$ cat config.mk
export PLATFORM = sky130hd
export DESIGN_NAME = tlv493_i2c_responder_flat
export DESIGN_NICKNAME = d
export VERILOG_FILES = /design/src/rtl/tlv493_i2c_responder_if.sv /design/src/rtl/tlv493_i2c_responder.sv /design/src/flat_wrapper.sv
export SDC_FILE = /design/constraint.sdc
export NUM_CORES = 1
export LEC_CHECK = 0
export ABC_AREA = 1
export ABC_CLOCK_PERIOD_IN_PS = 3700
export CAP_MARGIN = 20
export CORE_ASPECT_RATIO = 0.8
export CORE_UTILIZATION = 42
export CTS_CLUSTER_SIZE = 25
export DETAILED_ROUTE_END_ITERATION = 7
export SYNTH_ARGS = -nofsm -noshare
export SYNTH_HDL_FRONTEND = slang
export SYNTH_SLANG_ARGS = --single-unit
$ cat constraint.sdc
create_clock -name clock -period 3.7 [get_ports clock]
set_input_delay 0.925 -clock clock [delete_from_list [all_inputs] [get_ports clock]]
set_output_delay 0.925 -clock clock [all_outputs]
set_load 0.05 [all_outputs]
$ cat src/rtl/tlv493_i2c_responder_if.sv
// ============================================================================
// tlv493_i2c_responder_if : open-drain I2C bus view shared by controller and target
// Revision: 1.0
// ============================================================================
`timescale 1ns/1ps
`default_nettype none

interface tlv493_i2c_responder_if;
  logic scl;
  logic sda_in;
  logic sda_oe;

  modport master (output scl, output sda_in, input sda_oe);
  modport slave  (input scl, input sda_in, output sda_oe);
endinterface

`default_nettype wire

$ cat src/rtl/tlv493_i2c_responder.sv
// ============================================================================
// tlv493_i2c_responder : I2C target emulating a TLV493D Hall sensor read/write map
// Revision: 1.0
// ============================================================================
`timescale 1ns/1ps
`default_nettype none

module tlv493_i2c_responder #(
  parameter logic [6:0]  I2C_ADDR    = 7'h5E,
  parameter int          FILTER_LEN  = 3,
  parameter int          HOLD_CYCLES = 4,
  parameter logic [23:0] FACTORY     = 24'h000000
) (
  input  logic                   clock,
  input  logic                   reset_n,
  tlv493_i2c_responder_if.slave  bus,
  input  logic [11:0]            mag_x,
  input  logic [11:0]            mag_y,
  input  logic [11:0]            mag_z,
  input  logic [11:0]            temp,
  output logic [31:0]            config_data,
  output logic                   config_valid,
  output logic [1:0]             frm,
  output logic                   busy
);

  localparam int FCW = (FILTER_LEN > 1) ? $clog2(FILTER_LEN) : 1;
  localparam int HCW = $clog2(HOLD_CYCLES + 1);

  typedef enum logic [2:0] {
    ST_IDLE, ST_ADDR, ST_ADDR_ACK, ST_WRITE_BYTE,
    ST_WRITE_ACK, ST_READ_BYTE, ST_READ_ACK, ST_IGNORE
  } state_t;

  logic [1:0] raw, filt, upd;
  assign raw = {bus.scl, bus.sda_in};

  // index 1 = SCL, index 0 = SDA; each: 2-FF synchronizer then stability filter
  for (genvar g = 0; g < 2; g++) begin : g_cond
    logic           s1, s2, lvl;
    logic [FCW-1:0] cnt;
    always_ff @(posedge clock or negedge reset_n) begin
      if (!reset_n) begin
        s1  <= 1'b1;
        s2  <= 1'b1;
        lvl <= 1'b1;
        cnt <= '0;
      end else begin
        s1 <= raw[g];
        s2 <= s1;
        if (s2 == lvl) begin
          cnt <= '0;
        end else if (cnt == FCW'(FILTER_LEN - 1)) begin
          lvl <= s2;
          cnt <= '0;
        end else begin
          cnt <= cnt + 1'b1;
        end
      end
    end
    assign filt[g] = lvl;
    assign upd[g]  = (s2 != lvl) && (cnt == FCW'(FILTER_LEN - 1));
  end

  logic scl_f, sda_f, scl_rise, scl_fall, start_det, stop_det;
  assign scl_f     = filt[1];
  assign sda_f     = filt[0];
  assign scl_rise  = upd[1] & ~scl_f;
  assign scl_fall  = upd[1] &  scl_f;
  assign start_det = upd[0] &  sda_f & scl_f & ~upd[1];
  assign stop_det  = upd[0] & ~sda_f & scl_f & ~upd[1];

  state_t         state;
  logic [3:0]     bit_cnt, byte_idx;
  logic [2:0]     wr_idx;
  logic [7:0]     shreg, rd_data;
  logic [6:0]     tx;
  logic           rd_any, wr_any, nack, oe_want, sda_oe_q;
  logic [HCW-1:0] hold_cnt;
  logic [11:0]    sx, sy, sz, st;

  assign bus.sda_oe = sda_oe_q;

  always_comb begin
    rd_data = 8'hFF;
    case (byte_idx)
      4'd0:    rd_data = sx[11:4];
      4'd1:    rd_data = sy[11:4];
      4'd2:    rd_data = sz[11:4];
      4'd3:    rd_data = {st[11:8], frm, 2'b00};
      4'd4:    rd_data = {sx[3:0], sy[3:0]};
      4'd5:    rd_data = {4'b0011, sz[3:0]};
      4'd6:    rd_data = st[7:0];
      4'd7:    rd_data = FACTORY[23:16];
      4'd8:    rd_data = FACTORY[15:8];
      4'd9:    rd_data = FACTORY[7:0];
      default: rd_data = 8'hFF;
    endcase
  end

  always_ff @(posedge clock or negedge reset_n) begin
    if (!reset_n) begin
      state        <= ST_IDLE;
      bit_cnt      <= '0;
      byte_idx     <= '0;
      wr_idx       <= '0;
      shreg        <= '0;
      tx           <= '0;
      rd_any       <= 1'b0;
      wr_any       <= 1'b0;
      nack         <= 1'b0;
      oe_want      <= 1'b0;
      sda_oe_q     <= 1'b0;
      hold_cnt     <= '0;
      sx           <= '0;
      sy           <= '0;
      sz           <= '0;
      st           <= '0;
      config_data  <= '0;
      config_valid <= 1'b0;
      frm          <= '0;
      busy         <= 1'b0;
    end else begin
      config_valid <= 1'b0;
      // SDA only moves once the hold window after an SCL fall expires
      if (hold_cnt != '0) begin
        hold_cnt <= hold_cnt - 1'b1;
        if (hold_cnt == HCW'(1)) sda_oe_q <= oe_want;
      end
      if (start_det || stop_det) begin
        if (rd_any) frm <= frm + 2'd1;
        if (stop_det && wr_any) config_valid <= 1'b1;
        state    <= start_det ? ST_ADDR : ST_IDLE;
        bit_cnt  <= '0;
        byte_idx <= '0;
        wr_idx   <= '0;
        rd_any   <= 1'b0;
        wr_any   <= 1'b0;
        busy     <= 1'b0;
        oe_want  <= 1'b0;
      end else begin
        if (scl_fall) hold_cnt <= HCW'(HOLD_CYCLES);
        if (scl_rise) begin
          case (state)
            ST_ADDR, ST_WRITE_BYTE: begin
              shreg   <= {shreg[6:0], sda_f};
              bit_cnt <= bit_cnt + 1'b1;
            end
            ST_READ_BYTE: bit_cnt <= bit_cnt + 1'b1;
            ST_READ_ACK:  nack    <= sda_f;
            default: ;
          endcase
        end
        if (scl_fall) begin
          case (state)
            ST_ADDR: if (bit_cnt == 4'd8) begin
              if (shreg[7:1] == I2C_ADDR) begin
                state   <= ST_ADDR_ACK;
                oe_want <= 1'b1;
                busy    <= 1'b1;
                if (shreg[0]) begin
                  sx <= mag_x;
                  sy <= mag_y;
                  sz <= mag_z;
                  st <= temp;
                end
              end else begin
                state <= ST_IGNORE;
              end
            end
            ST_ADDR_ACK: begin
              bit_cnt <= '0;
              if (shreg[0]) begin
                state   <= ST_READ_BYTE;
                tx      <= rd_data[6:0];
                oe_want <= ~rd_data[7];
              end else begin
                state   <= ST_WRITE_BYTE;
                oe_want <= 1'b0;
              end
            end
            ST_WRITE_BYTE: if (bit_cnt == 4'd8) begin
              state   <= ST_WRITE_ACK;
              oe_want <= 1'b1;
              wr_any  <= 1'b1;
              if (!wr_idx[2]) begin
                config_data[{wr_idx[1:0], 3'b000} +: 8] <= shreg;
                wr_idx <= wr_idx + 1'b1;
              end
            end
            ST_WRITE_ACK: begin
              state   <= ST_WRITE_BYTE;
              bit_cnt <= '0;
              oe_want <= 1'b0;
            end
            ST_READ_BYTE: begin
              if (bit_cnt == 4'd8) begin
                state   <= ST_READ_ACK;
                oe_want <= 1'b0;
                rd_any  <= 1'b1;
                if (byte_idx != 4'hF) byte_idx <= byte_idx + 1'b1;
              end else begin
                oe_want <= ~tx[6];
                tx      <= {tx[5:0], 1'b0};
              end
            end
            ST_READ_ACK: begin
              if (!nack) begin
                state   <= ST_READ_BYTE;
                bit_cnt <= '0;
                tx      <= rd_data[6:0];
                oe_want <= ~rd_data[7];
              end else begin
                state   <= ST_IGNORE;
                busy    <= 1'b0;
                oe_want <= 1'b0;
              end
            end
            default: ;
          endcase
        end
      end
    end
  end

endmodule

`default_nettype wire

$ cat src/flat_wrapper.sv
// flat-port wrapper written by rule: the top's interface ports become plain ports
module tlv493_i2c_responder_flat 
#(
  parameter logic [6:0]  I2C_ADDR    = 7'h5E,
  parameter int          FILTER_LEN  = 3,
  parameter int          HOLD_CYCLES = 4,
  parameter logic [23:0] FACTORY     = 24'h000000
)
  (clock, reset_n, mag_x, mag_y, mag_z, temp, config_data, config_valid, frm, busy, bus_scl, bus_sda_in, bus_sda_oe);
  tlv493_i2c_responder_if bus_i ();
  input  logic clock;
  input  logic reset_n;
  input  logic [11:0] mag_x;
  input  logic [11:0] mag_y;
  input  logic [11:0] mag_z;
  input  logic [11:0] temp;
  output logic [31:0] config_data;
  output logic config_valid;
  output logic [1:0] frm;
  output logic busy;
  input wire logic [$bits(bus_i.scl)-1:0] bus_scl;
  input wire logic [$bits(bus_i.sda_in)-1:0] bus_sda_in;
  output wire logic [$bits(bus_i.sda_oe)-1:0] bus_sda_oe;
  assign bus_i.scl = bus_scl;
  assign bus_i.sda_in = bus_sda_in;
  assign bus_sda_oe = bus_i.sda_oe;
  tlv493_i2c_responder #(.I2C_ADDR(I2C_ADDR), .FILTER_LEN(FILTER_LEN), .HOLD_CYCLES(HOLD_CYCLES), .FACTORY(FACTORY)) u_core (.clock(clock), .reset_n(reset_n), .bus(bus_i), .mag_x(mag_x), .mag_y(mag_y), .mag_z(mag_z), .temp(temp), .config_data(config_data), .config_valid(config_valid), .frm(frm), .busy(busy));
endmodule
==> run_results.csv, run 1 <==
group,metric,value,unit
status,status,"complete, no violations",
cts,holdBufCountCts,0,
setup_path,crit_path_max_fanout,3,
timing,finalSetupViolations,0,
cts,htreeDepth,4,
global_route,grt-ovfl-total,0,
job,maxCapViolations,0,
timing,fmax,0.388,GHz
place,portBuffers,88,
cts,cts_buffers,17,
global_route,grt_max_degree,132,
yosys,synth_seq_area_share,0.512,
cts,post_cts_buffers,0,
setup_path,startpoint_type,"register",
setup_path,cp_top_family,"buffers and inverters",
setup_path,cp_slowest_cell,"clkdlybuf4s50_1",
setup_path,end_kind,"output port",
timing,layout_min_cycle_time,2580,ps
timing,clock-skew-final,8.99,ps
finish,drive_above_1_share,0.0661,
cts,root_buffer,"clkbuf_16",
cts,clock_latency,410,ps
die,die_w,140,um
setup_path,critical_path.cell_chain,"clkdlybuf4s50_1",
routing,ant_nets,0,
routing,viasPerCell,4.86,
global_route,antenna_found_initial,0,
cts,cts.path.max_buffers,2,
routing,vias,5333,
cts,clk_pin_slew,50,ps
yosys,syn-instance-count,810,
timing,slew_violations,0,
yosys,yosysUniqueCellTypes,35,
cts,cts_num_sinks,131,
timing,maxSlewHeadroom,0.423,
hold_path,hold_class,"register to register",
finish,syn_to_final_growth,24.3,%
routing,drtIter0Drc,262,
timing,timing.final.crit_share,0.696,
place,place_congestion,0.824,
yosys,synth_edf_count,0,
setup_path,cp.arrival,1650,ps
finish,antenna_cells,0,
yosys,synth-seq-cells,131,
finish,nNetsFinal,966,
die,die_height,113,um
global_route,first_global_vias,5115,
pwr,p_total,0.00397,W
routing,finalWirelength,14700,um
timing,rsz0062_at_grt,"no",
setup_path,slowest_delay,830,ps
pwr,p_leak,4.11,nW
yosys,ys.flop_type,"dfrtp_1",
routing,drc,0,
cts,cts_tree,"done",
die,die-area,15800,um^2
routing,drt-pass1-iter-count,5,
yosys,avgSynthCellArea,7.92,um^2
setup_path,path_buf_inv,1,
place,place_ws,1250,ps
finish,stdcell_area,7980,um^2
die,rows,40,
place,dpl.hpwl,10600,um
routing,wl_per_cell,13.4,um
yosys,syn-cell-area,6420,um^2
place,dpl_cell_area,7420,um^2
die,io-pin-count,89,
timing,worst_pin_slew,866,ps
yosys,syn_nets,878,
setup_path,r2r_slack,1210,ps
pwr,max-vdd-ir-drop,0.331,mV
setup_path,criticalPathCategory,"register to output port",
cts,cts_resized,0,
pwr,p_per_area,497,nW/um^2
global_route,grt_util_all_layers,0.205,
timing,whs,356,ps
timing,fin_ws,1120,ps
timing,hold_viol_final,0,
yosys,async_flop_share,1.00,
timing,tns,0,ps
die,start_util,0.429,
global_route,grt_pass1_wl,25100,um
setup_path,required,2770,ps
die,coreArea,15000,um^2
yosys,synth_warnings,0,
state kept, by name (all words and copies together) (netlist names), 3 cells and up:
register,count
u_core.shreg,8
u_core.sz,12
u_core.bit_cnt,4
u_core.sy,12
u_core.tx,7
u_core.byte_idx,4
u_core.g_cond.cnt,4
u_core.config_data,32
u_core.state,3
u_core.wr_idx,3
u_core.st,12
u_core.sx,12
u_core.hold_cnt,3
worst paths after layout:
path                                                   from  cells after the start                                 end
max                               u_core.frm[1]$_DFFE_PN0P_                      1                              frm[1]
min                           u_core.g_cond[1].s1$_DFF_PN1_                      0       u_core.g_cond[1].s2$_DFF_PN1_
max reg2reg                u_core.g_cond[1].lvl$_DFFE_PN1N_                      7            u_core.sy[8]$_DFFE_PN0P_
min reg2reg                   u_core.g_cond[1].s1$_DFF_PN1_                      0       u_core.g_cond[1].s2$_DFF_PN1_
max in group asynchronous                           reset_n                      2           u_core.rd_any$_DFFE_PN0P_
min in group asynchronous                           reset_n                      2  u_core.config_data[23]$_DFFE_PN0P_
layer usage:
metal | global-route usage | vias up | routed length [um]
li1 | - | 2705 | -
met1 | 0.306 | 2500 | 7580
met2 | 0.292 | 116 | 6210
met3 | 0.0491 | 12 | 760
met4 | 0.0623 | 0 | 134
met5 | 0 | - | 0
per-stage QoR:
step | instances | utilization
after floorplan | 810 | -
after global placement | 1068 | 0.496
after detailed placement | 1068 | 0.496
after CTS | 1097 | 0.533
after global routing | 1097 | 0.533
final | 1097 | 0.533
placed cells by master, fill, tap and decap left out, drive strengths merged:
| cell | count |
|---|---|
| xor2 | 5 |
| mux2 | 3 |
| nand3 | 33 |
| nand2 | 262 |
| clkinv | 2 |
| a211oi | 2 |
| dfstp | 6 |
| clkinvlp | 1 |
| o2bb2ai | 1 |
| xnor2 | 1 |
| o21a | 1 |
| nor3 | 10 |
| dfrtp | 125 |
| nand4 | 4 |
| or2 | 3 |
| ha | 16 |
| a21oi | 18 |
| and3 | 1 |
| nor3b | 2 |
| bufinv | 2 |
| a31oi | 2 |
| clkdlybuf4s50 | 87 |
| nor2 | 63 |
| buf | 3 |
| clkbuf | 24 |
| inv | 124 |
| o21ai | 107 |
Yosys cell counts (4+ instances only):
cell type | count | area (um^2)
a21oi_1 | 18 | 90.1
buf_2 | 7 | 35.0
buf_6 | 6 | 67.6
clkbuf_1 | 6 | 22.5
dfrtp_1 | 125 | 3130
dfstp_2 | 6 | 158
ha_1 | 16 | 200
inv_1 | 120 | 450
inv_2 | 4 | 15.0
nand2_1 | 259 | 972
nand3_1 | 30 | 150
nand4_1 | 4 | 25.0
nor2_1 | 57 | 214
nor2_2 | 4 | 25.0
nor3_1 | 8 | 40.0
o21ai_0 | 64 | 320
o21ai_1 | 42 | 210
xor2_1 | 5 | 43.8
cells by family (layout without fill, tap and decap cells):
kind of cell,Yosys count,in the layout,synth area share
fa+ha+maj,16,16,0.0312
mux,3,3,0.00526
xor+xnor,6,6,0.00819
flops,131,131,0.512
buf+inv,145,243,0.0943
simple gates,378,378,0.244
compound gates,131,131,0.105
power by group:
group	switching [W]	total, W	leakage (nW)	internal, W
Combinational	0.000414	0.000669	2.30	0.000255
Sequential	0.000119	0.00169	1.54	0.00157
Clock	0.000578	0.00161	0.272	0.00103
Total	0.00111	0.00397	4.11	0.00286
final cells by class:
| type | count | area (um^2) |
|---|---|---|
| flip-flops and latches | 131 | 3290 |
| well taps | 189 | 236 |
| inverters | 124 | 465 |
| clock inverters | 5 | 77.6 |
| multi-input cells | 534 | 2530 |
| fillers | 1429 | 6980 |
| repair buffers | 90 | 906 |
| clock buffers | 24 | 482 |
Power figures use the tool's default switching activity.
==> run 2: changes to the inputs <==
Settings changed: ABC_CLOCK_PERIOD_IN_PS 3700 to 2400.
Clock period 3.7 ns to 2.4 ns, I/O delays scaled along.
==> run 2 against run 1 <==
  * Critical endpoint unchanged
  * Sequential power rose by 54%
  * Flip-flop and latch count did not move
  * Sequential share of layout area fell by 0.85 points
  * Cell count rose by 1.0%
  * Largest cell class unchanged
  * Via count rose by 0.79%
==> run_results.csv, run 2 (synthesized netlist as in run 1, its figures left out) <==
group,metric,value,unit
status,status,"complete, no violations",
finish,largest-register,"u_core.config_data",
global_route,grt_pass1_wl,25300,um
timing,worst_pin_slew,517,ps
finish,largest_reg_flops,32,
global_route,grt_util_all_layers,0.206,
pwr,max-vdd-ir-drop,0.555,mV
die,die_height,113,um
die,coreArea,15000,um^2
timing,fmax,0.443,GHz
pwr,p_per_area,799,nW/um^2
finish,nNetsFinal,974,
die,rows,40,
routing,drc,0,
cts,cts.path.max_buffers,2,
timing,finalSetupViolations,0,
routing,ant_nets,0,
setup_path,criticalPathCategory,"register to output port",
timing,rsz0062_at_grt,"no",
finish,layout_commonest_cell,"nand2_1",
die,die-area,15800,um^2
finish,drive_above_1_share,0.0783,
cts,cts_resized,0,
setup_path,end_kind,"output port",
setup_path,slowest_delay,830,ps
global_route,grt-ovfl-total,0,
place,place_congestion,0.832,
cts,clock_latency,420,ps
setup_path,path_buf_inv,1,
timing,maxSlewHeadroom,0.654,
timing,timing.final.crit_share,0.941,
hold_path,hold_class,"register to register",
setup_path,cp_slowest_cell,"clkdlybuf4s50_1",
routing,finalWirelength,15100,um
finish,final_cell_mix,"nand2_1, dfrtp_1, inv_1",
place,portBuffers,88,
cts,htreeDepth,4,
timing,whs,355,ps
die,io-pin-count,89,
setup_path,cp_top_family,"buffers and inverters",
job,maxCapViolations,0,
cts,cts_tree,"done",
timing,clock-skew-final,8.59,ps
timing,tns,0,ps
die,die_w,140,um
setup_path,crit_path_max_fanout,3,
routing,drt-pass1-iter-count,5,
timing,layout_min_cycle_time,2260,ps
routing,viasPerCell,4.85,
cts,clk_pin_slew,50,ps
setup_path,startpoint_type,"register",
setup_path,required,1800,ps
pwr,p_leak,4.21,nW
cts,root_buffer,"clkbuf_16",
routing,wl_per_cell,13.6,um
routing,drtIter0Drc,352,
cts,cts_buffers,17,
finish,syn_to_final_growth,26.9,%
place,place_ws,441,ps
pwr,p_total,0.00651,W
setup_path,cp.arrival,1660,ps
global_route,antenna_found_initial,0,
global_route,grt_max_degree,97,
timing,slew_violations,0,
global_route,first_global_vias,5135,
finish,antenna_cells,0,
timing,hold_viol_final,0,
place,dpl.hpwl,11000,um
timing,fin_ws,142,ps
die,start_util,0.429,
cts,cts_num_sinks,131,
routing,vias,5375,
setup_path,critical_path.cell_chain,"clkdlybuf4s50_1",
cts,post_cts_buffers,0,
run 2: worst paths after layout:
| check | from | to | slack, ps | cells past startpoint |
|---|---|---|---|---|
| worst max-delay path | u_core.frm[1]$_DFFE_PN0P_ | frm[1] | 140 | 1 |
| worst min register to register | u_core.g_cond[0].s1$_DFF_PN1_ | u_core.g_cond[0].s2$_DFF_PN1_ | 350 | 0 |
| max in group asynchronous | reset_n | u_core.g_cond[0].s1$_DFF_PN1_ | 1130 | 3 |
| min in group asynchronous | reset_n | u_core.config_data[15]$_DFFE_PN0P_ | 560 | 2 |
| worst max register to register | u_core.wr_idx[0]$_DFFE_PN0P_ | u_core.config_data[24]$_DFFE_PN0P_ | 410 | 5 |
| worst min-delay path | u_core.g_cond[0].s1$_DFF_PN1_ | u_core.g_cond[0].s2$_DFF_PN1_ | 350 | 0 |
run 2: cell type report:
| class | count | area, um^2 |
|---|---|---|
| well taps | 189 | 236 |
| fillers | 1396 | 6820 |
| clock buffers | 22 | 474 |
| clock inverters | 10 | 178 |
| multi-input cells | 534 | 2530 |
| inverters | 124 | 465 |
| repair buffers | 98 | 981 |
| flip-flops and latches | 131 | 3290 |
run 2: where the power goes:
part	total [W]	switching [W]	leakage (nW)	internal, W
Sequential	0.00260	0.000182	1.54	0.00242
Combinational	0.00106	0.000658	2.35	0.000405
Clock	0.00284	0.000923	0.320	0.00192
Total	0.00651	0.00176	4.21	0.00474
run 2: per-layer routing:
| layer | share of wire | up-vias | track usage |
|---|---|---|---|
| met5 | 0 | - | 0 |
| met4 | 0.010 | 0 | 0.0703 |
| met3 | 0.059 | 12 | 0.0491 |
| met2 | 0.42 | 144 | 0.295 |
| met1 | 0.51 | 2502 | 0.304 |
| li1 | - | 2717 | - |
run 2: repair_timing:
action	in CTS	in global routing
setup endpoints to repair	0	0
hold buffers	1	0
hold endpoints to repair	8	0
run 2: metrics by stage:
| stage | cell area (um^2) | utilization | instances |
|---|---|---|---|
| after floorplan | 6420 | - | 810 |
| after global placement | 7490 | 0.500 | 1075 |
| after detailed placement | 7490 | 0.500 | 1075 |
| after CTS | 8150 | 0.544 | 1108 |
| after global routing | 8150 | 0.544 | 1108 |
| final | 8150 | 0.544 | 1108 |
==> run 3: changes to the inputs <==
--- a/config.mk
+++ b/config.mk
@@ -14,2 +14,4 @@
 export DETAILED_ROUTE_END_ITERATION = 7
+export GPL_TIMING_DRIVEN = 0
+export SLEW_MARGIN = 20
 export SYNTH_ARGS = -nofsm -noshare
==> constraint.sdc (replaced) <==
create_clock -name clock -period 2.4 [get_ports clock]
set_input_delay 0.36 -clock clock [delete_from_list [all_inputs] [get_ports clock]]
set_output_delay 0.36 -clock clock [all_outputs]
set_load 0.05 [all_outputs]
==> run 3 against run 2 <==
  * Worst hold slack got worse by 4.1 ps
  * Register-to-register slack worse by 200 ps
  * Critical path depth rose by 8
  * Non-clock buffer count grew 13
  * Clock power is 7% lower
  * Worst setup slack gained 69 ps
  * Clock-buffer cell count is 2 lower
  * Flip-flop and latch count unchanged
  * Via count up 3.1%
  * Global-route usage rose by 1.0 points
  * Routed wire length grew 3.3%
==> run_results.csv, run 3 (synthesized netlist as in run 1, its figures left out) <==
group,metric,value,unit
setup_path,critical_path.cell_chain,"clkbuf_1, inv_1, ha_1, inv_1, nor3_2, nand2_1, nand2_1, o21ai_0, inv_1",
cts,post_cts_buffers,0,
hold_path,hold_class,"input pin to register",
setup_path,required,2760,ps
timing,layout_min_cycle_time,2190,ps
job,maxCapViolations,0,
pwr,p_per_area,771,nW/um^2
global_route,grt_pass1_wl,26600,um
cts,clock_latency,420,ps
finish,largest_reg_flops,32,
timing,timing.final.crit_share,0.912,
cts,cts_buffers,17,
setup_path,r2r_slack,210,ps
cts,root_buffer,"clkbuf_16",
pwr,max-vdd-ir-drop,0.573,mV
setup_path,cp.depth,9,
finish,final_cell_mix,"nand2_1, dfrtp_1, inv_1",
finish,fin_util,0.548,
cts,htreeDepth,4,
pwr,p_leak,4.20,nW
place,dpl_cell_area,7570,um^2
global_route,use_met2,0.308,
routing,drt-pass1-iter-count,6,
die,coreArea,15000,um^2
timing,fin_ws,211,ps
setup_path,r2r_cells,9,
finish,antenna_cells,0,
setup_path,crit_path_max_fanout,10,
timing,hold_viol_final,0,
routing,vias,5542,
finish,layout_commonest_cell,"nand2_1",
global_route,use_met1,0.319,
die,start_util,0.429,
global_route,grt-ovfl-total,0,
global_route,grt_max_degree,68,
setup_path,cp_common_cell,"inv_1",
finish,largest-register,"u_core.config_data",
global_route,grt_util_all_layers,0.216,
die,die_w,140,um
place,place_congestion,0.929,
die,die-area,15800,um^2
place,portBuffers,88,
finish,syn_to_final_growth,27.7,%
setup_path,startpoint,"u_core.wr_idx[0]$_DFFE_PN0P_",
global_route,top_usage_layer,"met1",
timing,worst_pin_slew,543,ps
status,status,"complete, no violations",
routing,drtIter0Drc,448,
place,place_ws,8.12,ps
cts,cts_num_sinks,131,
setup_path,cp_top_family,"buffers and inverters",
setup_path,startpoint_type,"register",
finish,drive_above_1_share,0.0869,
die,io-pin-count,89,
routing,ant_nets,0,
routing,finalWirelength,15600,um
cts,clk_pin_slew,60,ps
routing,wl_per_cell,13.9,um
timing,finalSetupViolations,0,
cts,cts.path.max_buffers,2,
finish,nNetsFinal,987,
setup_path,slowest_delay,410,ps
setup_path,cp_slowest_cell,"dfrtp_1",
timing,maxSlewHeadroom,0.636,
die,die_height,113,um
global_route,first_global_vias,5409,
timing,clock-skew-final,10.6,ps
setup_path,criticalPathCategory,"register to register",
place,dpl.hpwl,11600,um
setup_path,r2r-start,"u_core.wr_idx[0]$_DFFE_PN0P_",
timing,slew_violations,0,
cts,cts_tree,"done",
timing,rsz0062_at_grt,"yes",
setup_path,worstReg2RegEnd,"u_core.config_data[23]$_DFFE_PN0P_",
finish,stdcell_area,8200,um^2
timing,fmax,0.457,GHz
setup_path,end_kind,"register",
setup_path,crit_path_end,"u_core.config_data[23]$_DFFE_PN0P_",
global_route,antenna_found_initial,0,
routing,drc,0,
setup_path,path_buf_inv,4,
die,rows,40,
routing,viasPerCell,4.94,
global_route,use_met3,0.0648,
setup_path,cp.arrival,2550,ps
==> run 3: cell type report <==
class | count | area (um^2)
Buffer | 21 | 140
Clock buffer | 20 | 457
Clock inverter | 12 | 155
Fill cell | 1379 | 6770
Inverter | 124 | 465
Multi-Input combinational cell | 534 | 2530
Sequential cell | 131 | 3290
Tap cell | 189 | 236
Timing Repair Buffer | 90 | 923
==> run 3: timing repair <==
action	in CTS	in global routing
hold buffers	1	0
hold endpoints to repair	58	0
gates resized for setup	1	0
endpoints found under the setup margin	3	17
==> run 3: through the flow <==
step	hold slack, ps	TNS (ps)	instances	power, W
final	351	0	1121	0.00632
after floorplan	64.4	0	810	0.00332
after global placement	346	-534790	1087	0.00363
after CTS	335	0	1121	0.00637
after global routing	348	-498	1121	0.00665
after detailed placement	334	0	1088	0.00370
==> run 3: worst min-delay path by stage <==
stage / from / to / cells past startpoint
floorplan: reset_n / u_core.bit_cnt[0]$_DFF_PN0_ / 0
global placement: u_core.g_cond[1].s1$_DFF_PN1_ / u_core.g_cond[1].s2$_DFF_PN1_ / 0
detailed placement: reset_n / u_core.config_data[23]$_DFFE_PN0P_ / 1
CTS: bus_scl / u_core.g_cond[1].s1$_DFF_PN1_ / 1
global route: bus_scl / u_core.g_cond[1].s1$_DFF_PN1_ / 1
finish: bus_scl / u_core.g_cond[1].s1$_DFF_PN1_ / 1
==> run 3: routing by layer <==
| layer | share of wire | wire, um |
|---|---|---|
| met5 | 0 | 0 |
| met4 | 0.0094 | 146 |
| met3 | 0.066 | 1020 |
| met2 | 0.42 | 6480 |
| met1 | 0.51 | 7900 |
==> run 3: power breakdown <==
group	internal [W]	switching, W
Sequential	0.00242	0.000181
Clock	0.00169	0.000961
Combinational	0.000402	0.000666
